### src/rtl/life_cell_gen.sv
// Single cellular-automaton cell with a generic birth/survive rule and optional
// multi-state decay (Generations rules). Tracks consecutive alive generations.
module life_cell_gen #(
   parameter int N_NEIGHBORS = 8,
   parameter int N_STATES    = 2,
   parameter int AGE_W       = 4,
   localparam int CNT_W      = $clog2(N_NEIGHBORS + 1),
   localparam int SW_RAW     = $clog2(N_STATES),
   localparam int STATE_W    = (SW_RAW < 1) ? 1 : SW_RAW
) (
   input  logic                   clk,
   input  logic                   rst,
   input  logic                   ena,
   input  logic                   load,
   input  logic                   state_0,
   input  logic [N_NEIGHBORS:0]   birth_mask,
   input  logic [N_NEIGHBORS:0]   survive_mask,
   input  logic [N_NEIGHBORS-1:0] neighbors,
   output logic [CNT_W-1:0]       count,
   output logic [STATE_W-1:0]     state_d,
   output logic [STATE_W-1:0]     state_q,
   output logic                   alive,
   output logic [AGE_W-1:0]       age,
   output logic                   changed
);

   localparam logic [STATE_W-1:0] S_DEAD  = '0;
   localparam logic [STATE_W-1:0] S_ALIVE = STATE_W'(1);
   // Two-state rules die straight to 0; otherwise decay starts at state 2.
   localparam logic [STATE_W-1:0] S_DYING = (N_STATES == 2) ? S_DEAD : STATE_W'(2);

   logic [AGE_W-1:0]   age_q, age_d;
   logic               changed_q, changed_d;
   logic               upd;
   logic [STATE_W-1:0] state_nxt;

   always_comb begin
      count = '0;
      for (int i = 0; i < N_NEIGHBORS; i++)
         count = count + CNT_W'(neighbors[i]);
   end

   always_comb begin
      state_d = S_DEAD;
      if (state_q == S_DEAD)
         state_d = birth_mask[count] ? S_ALIVE : S_DEAD;
      else if (state_q == S_ALIVE)
         state_d = survive_mask[count] ? S_ALIVE : S_DYING;
      else if (int'(state_q) < N_STATES - 1)
         state_d = state_q + S_ALIVE;
   end

   // Age counts ena-driven stays in state 1; any entry into state 1 restarts at 0.
   always_comb begin
      upd       = load | ena;
      state_nxt = load ? STATE_W'(state_0) : state_d;
      age_d     = age_q;
      changed_d = 1'b0;
      if (upd) begin
         changed_d = (state_nxt != state_q);
         if (state_nxt != S_ALIVE || load || state_q != S_ALIVE)
            age_d = '0;
         else if (age_q != {AGE_W{1'b1}})
            age_d = age_q + AGE_W'(1);
      end
   end

   always_ff @(posedge clk or negedge rst) begin
      if (!rst) begin
         state_q   <= S_DEAD;
         age_q     <= '0;
         changed_q <= 1'b0;
      end else begin
         if (load)
            state_q <= STATE_W'(state_0);
         else if (ena)
            state_q <= state_d;
         age_q     <= age_d;
         changed_q <= changed_d;
      end
   end

   assign alive   = (state_q == S_ALIVE);
   assign age     = age_q;
   assign changed = changed_q;

endmodule
### config.mk
export PLATFORM = sky130hd
export DESIGN_NAME = life_cell_gen
export DESIGN_NICKNAME = d
export VERILOG_FILES = /design/src/rtl/life_cell_gen.sv
export SDC_FILE = /design/constraint.sdc
export NUM_CORES = 1
export LEC_CHECK = 0
export ABC_AREA = 1
export BUFFER_PORTS_ARGS = -buffer_cell sky130_fd_sc_hd__buf_2
export CAP_MARGIN = 10
export CORE_MARGIN = 8
export CORE_UTILIZATION = 40
export DETAILED_ROUTE_END_ITERATION = 12
export PLACE_DENSITY = 0.84
export RECOVER_POWER = 50
export SLEW_MARGIN = 20
export SYNTH_ARGS = -nofsm -noshare
export SYNTH_HDL_FRONTEND = slang
export SYNTH_SLANG_ARGS = --single-unit
### constraint.sdc
create_clock -name clk -period 13.6 [get_ports clk]
set_clock_uncertainty 0.2 [all_clocks]
set_input_delay 2.72 -clock clk [delete_from_list [all_inputs] [get_ports clk]]
set_output_delay 2.72 -clock clk [all_outputs]
set_load 0.05 [all_outputs]
Word-level counts from Yosys, hierarchy flattened
Cells that the tools add are included.

word-level totals
  register bits = 6
  logic and storage cells = 35

cells by class
  $add $sub $neg = 8
  magnitude comparators = 1
  equal/unequal tests = 2
  muxes and demuxes = 13
  bitwise logic cells = 3
  reduce and logical (&&, ||, !) cells = 5

operators with widths
  operator                                                               number
  4-bit by 1-bit adder with 4-bit output                                 4
  1-bit 2-to-1 mux                                                       9
  1-bit binary-select mux with 4-bit select                              2
  4-bit 2-to-1 mux                                                       2
  4-bit by 5-bit < comparator with 1-bit output (second input constant)  1
  3-bit by 1-bit adder with 4-bit output                                 1
  4-bit by 1-bit adder with 4-bit output (second input constant)         1
  4-bit inequality test (second input constant)                          1
  2-bit nonzero test                                                     2
  2-bit by 1-bit adder with 3-bit output                                 1
  1-bit by 1-bit adder with 2-bit output                                 1
  1-bit logical OR                                                       2
  1-bit NOT                                                              2
  2-bit AND reduction                                                    1
  1-bit inequality test                                                  1
  1-bit bitwise OR                                                       1

Depth between registers and ports, before layout
  depth after elaboration = 17
  depth in mapped cells = 19
  depth with buffers taken out = 19

Least setup slack after synthesis
Ideal clock, no wire load.

  path type = input to output
  start = in neighbors[0]
  end = out state_d
  arrival time = 6.212 ns
  required time = 10.680 ns
  setup slack = 4.468 ns
  stages on the path = 11
  buffers on the path = 0
  cells stage by stage = inv_1 > fa_1 > fa_1 > fa_1 > inv_1 > ha_1 > inv_1 > fa_1 > xnor2_1 > nand4_2 > nand2_2

between the ends
  word-level cells in the longest chain between the ends = 11

RTL lines
  item                                                          RTL line  text
  start, declared                                               18        input logic [N_NEIGHBORS-1:0] neighbors,
  1-bit by 1-bit adder with 2-bit output *                      40        count = count + CNT_W'(neighbors[i]);
  2-bit by 1-bit adder with 3-bit output *                      40
  3-bit by 1-bit adder with 4-bit output *                      40
  4-bit by 1-bit adder with 4-bit output * (4 in series)        40
  named net count[2]                                            19        output logic [CNT_W-1:0] count,
  1-bit binary-select mux with 4-bit select (on tied branches)  46, 48
  1-bit 2-to-1 mux (on tied branches) (2 in series)             46, 48
  1-bit 2-to-1 mux *                                            45        if (state_q == S_DEAD)
  end, declared                                                 20        output logic [STATE_W-1:0] state_d,

The timed path passes the listed nets; every way through them passes the cells marked *. The select of a mux whose other input is x is not followed.

Worst setup path in the final report
  start = in neighbors[0]
  end = out state_d

between the ends
  word-level cells in the longest chain between the ends = 11

RTL lines
  item                                                          RTL line
  1-bit by 1-bit adder with 2-bit output *                      40
  2-bit by 1-bit adder with 3-bit output *                      40
  3-bit by 1-bit adder with 4-bit output *                      40
  4-bit by 1-bit adder with 4-bit output * (4 in series)        40
  1-bit binary-select mux with 4-bit select (on tied branches)  46, 48
  1-bit 2-to-1 mux (on tied branches) (2 in series)             46, 48
  1-bit 2-to-1 mux *                                            45

Mark *: on every way between the ends. The rest lies on a longest branch, timed or not. The select of a mux whose other input is x is not followed.

==> impl_results.md <==
- Final-stage net count: 199
- Post-synth net total: 154
- Layout cell share with drive strength beyond 1: 32.9%
- RD Place Congestion: 0.838
- Antenna violations before repair: 0
- Post-synthesis register bit count: 6
- Clock latency on the worst-skew pair: 240 ps
- Number of filler instances in the final layout: 200
- Final hold viol count: 0
- Combined area of all synthesized cells: 763 µm²
- Critical path, cell by cell: buf_2 > inv_1 > fa_1 > fa_1 > fa_1 > inv_1 > ha_1 > inv_1 > fa_1 > inv_2 > nor2_1 > o21ai_1 > nand3_2 > nand4_2 > nand2_2 > buf_2
- Horiz. Die Dim: 59.7 µm
- Pwr Total: 0.175 mW
- Static leakage: 0.599 nW
- Required time reported for the critical path endpoint: 10680 ps
- Count of different cell masters after synthesis: 20
- Highest clock frequency the design can meet: 0.111 GHz
- Cell count after placement: 182
- Deepest clock path buffer count: 2
- Cell Count, Final, Fillers Out: 185
- Final Critical Period: 8990 ps
- Cts hold-fix bufs: 0
- Average footprint of a synthesized cell: 6.64 µm²
- Critical setup path kind: input pin to output pin
- I/O pin total: 43
- Count of buffers added by post-CTS timing repair for setup: 0
- Setup WS pre-CTS: 4640 ps
- Ratio of final minimum period to clock period: 66.1%
- Kind of cell with the highest combined delay on the critical path: adder cells
- Sum of negative setup slack: 0 ps
- Total Routed Length: 2060 µm
- Peak per-stage delay on the critical path: 590 ps
- Total global routing overflow: 0
- Overall die area: 3560 µm²
- TritonCTS clock tree: built
- Slew at the pin closest to its max-slew limit: 601 ps
- Detailed placement HPWL: 1850 µm
- Via density per instance: 4.61
- Count of unresolved DRC violations after routing: 0
- Number of vias after detailed routing: 852
- Multiplexer share of the synthesized area: 0%
- Count of nets left with antenna violations after detail routing: 0
- Placement Rows: 16
- Largest family of logic cells by synthesized area: simple AND/OR/NAND/NOR gates
- Cell count after synthesis: 115
- Height of the die: 59.7 µm
- Commonest cells after routing, fill and taps aside: 35 x buf_2, 26 x inv_1, 26 x nand2_1
- Final setup fails: 0
- Post-synthesis adder-cell area fraction: 17.0%
- Clock root buffer: clkbuf_4
- TritonCTS Buffers: 3
- Global-route wire length before repair: 3350 µm
- Slack of the critical path: 4610 ps
- Yosys warning count: 0
- Sequential share of the synthesized area: 19.7%
- Nature of the critical path startpoint: input pin
- CTS sink count: 6
- Critical Path End Type: output pin
- Antenna cell count: 0
- Buffering stage count on the worst path with inverters included: 6
- Via count of the first global-routing pass: 880
- Largest fanout on the critical path: 6
- Number of max-slew violations in the final report: 0
- Std-Cell Core Area: 1880 µm²
- Compound-Gate Fraction of Synth Area: 3.44%
- Port Buffers: 42
- Number of gates given a new drive strength after cts: 0
- Tightest slew margin relative to the limit: 60.1%
- Per-cell routed wire length: 11.2 µm
- Pin count of the biggest net entering global routing: 13
- Total power density per cell area: 174 nW/µm²
- First-pass iteration count of the detailed router: 5
- Most common cell after layout, fill and taps aside: buf_2
- Area added between synthesis and finish: 31.3%
- Run status: finished clean
- Worst supply voltage drop on vdd: 96.7 µV
- Crit path arrival time: 6070 ps
- Slowest-stage cell, CP: fa_1
- Initial core utilization: 40.6%
- Most frequent cell on the critical path: fa_1
- H-Tree Level Count: 1
- Simple-gate share of the synthesized area: 38.5%
- MaxCap Viol Count: 0
- RSZ-0062 raised after global routing: no
- DRC violation total after the first TritonRoute iteration: 20
- Worst min path class: flop to flop
- Global router's overall resource usage: 11.7%
- Clock transition at the register clock pins on the worst setup and hold paths after CTS: 40 ps
- Xor/xnor cell area share of the yosys netlist: 4.59%
## cell families after synthesis
logic type,Yosys count
AOI/OAI and AO/OA,5
xor gates and xnor gates,4
adders and majority gates,8
buffers and inverters,31
DFF,6
and+or+nand+nor,61
## Yosys cell counts
| library cell | number | area share, % |
|---|---|---|
| xor2_1 | 3 | 3.4 |
| inv_1 | 26 | 13 |
| buf_6 | 1 | 1.5 |
| nand3_2 | 2 | 2.6 |
| ha_1 | 4 | 6.6 |
| nand4_1 | 2 | 1.6 |
| inv_2 | 3 | 1.5 |
| xnor2_1 | 1 | 1.1 |
| nor2_1 | 7 | 3.4 |
| dfrtp_1 | 6 | 20 |
| fa_1 | 4 | 10 |
| nand2_2 | 4 | 3.3 |
| o21ai_1 | 2 | 1.3 |
| nand3_1 | 15 | 9.8 |
| nor2_2 | 4 | 3.3 |
| nand4_2 | 1 | 1.6 |
| a31oi_1 | 1 | 0.82 |
| a21oi_1 | 2 | 1.3 |
| buf_4 | 1 | 0.98 |
| nand2_1 | 26 | 13 |
## worst paths after layout
check                                    from                 end  slack (ps)  cells after the start
min in group asynchronous                 rst  age[1]$_DFFE_PN0P_        2140                      1
max in group asynchronous                 rst  age[2]$_DFFE_PN0P_       10810                      1
max reg2reg                age[0]$_DFFE_PN0P_  age[3]$_DFFE_PN0P_       12010                      7
max                              neighbors[0]             state_d        4610                     16
min reg2reg                age[3]$_DFFE_PN0P_  age[3]$_DFFE_PN0P_         400                      2
min                        age[3]$_DFFE_PN0P_  age[3]$_DFFE_PN0P_         400                      2
## per-layer routing
layer | up-vias | part of all wire, % | global-route usage (%)
met3 | 4 | 6.0 | 1.94
li1 | 436 | - | -
met5 | - | 0 | 0
met4 | 0 | 1.6 | 4.08
met2 | 28 | 55 | 23.7
met1 | 384 | 37 | 11.2
## final cells by class
type / count / area (µm²) / share of cell area (%)
Tap cell: 27 / 33.8 / 3.37
Clock buffer: 3 / 22.5 / 2.25
Inverter: 29 / 109 / 10.9
Sequential cell: 6 / 150 / 15.0
Multi-Input combinational cell: 78 / 485 / 48.4
Timing Repair Buffer: 42 / 201 / 20.1
## report_power, final
| group | internal, mW | leakage, nW | switching (mW) |
|---|---|---|---|
| sequential | 0.0214 | 0.0786 | 0.00438 |
| combinational | 0.0369 | 0.506 | 0.0956 |
| clock | 0.00998 | 0.0138 | 0.00640 |
## state kept, by name (all words and copies together), names as in the netlist
signal and cells:
alive 1, changed 1, age 4
## stage by stage
stage                     hold WS [ps]  utilization (%)  area (µm²)
after floorplan                    642                -         763
after global placement             377             52.5         988
after detailed placement           391             52.5         988
after CTS                          407             53.7        1010
after global routing               444             53.3        1000
final                              400             53.3        1000
## worst reg2reg max path, cell delays in order (launching register included)
cell	delay [ps]
dfrtp_1	420
ha_1	230
nand3_1	70
nand2_1	90
inv_1	110
nand4_1	100
xor2_1	190
nor2_2	60
Note: power is estimated with default switching activity, not from simulation.
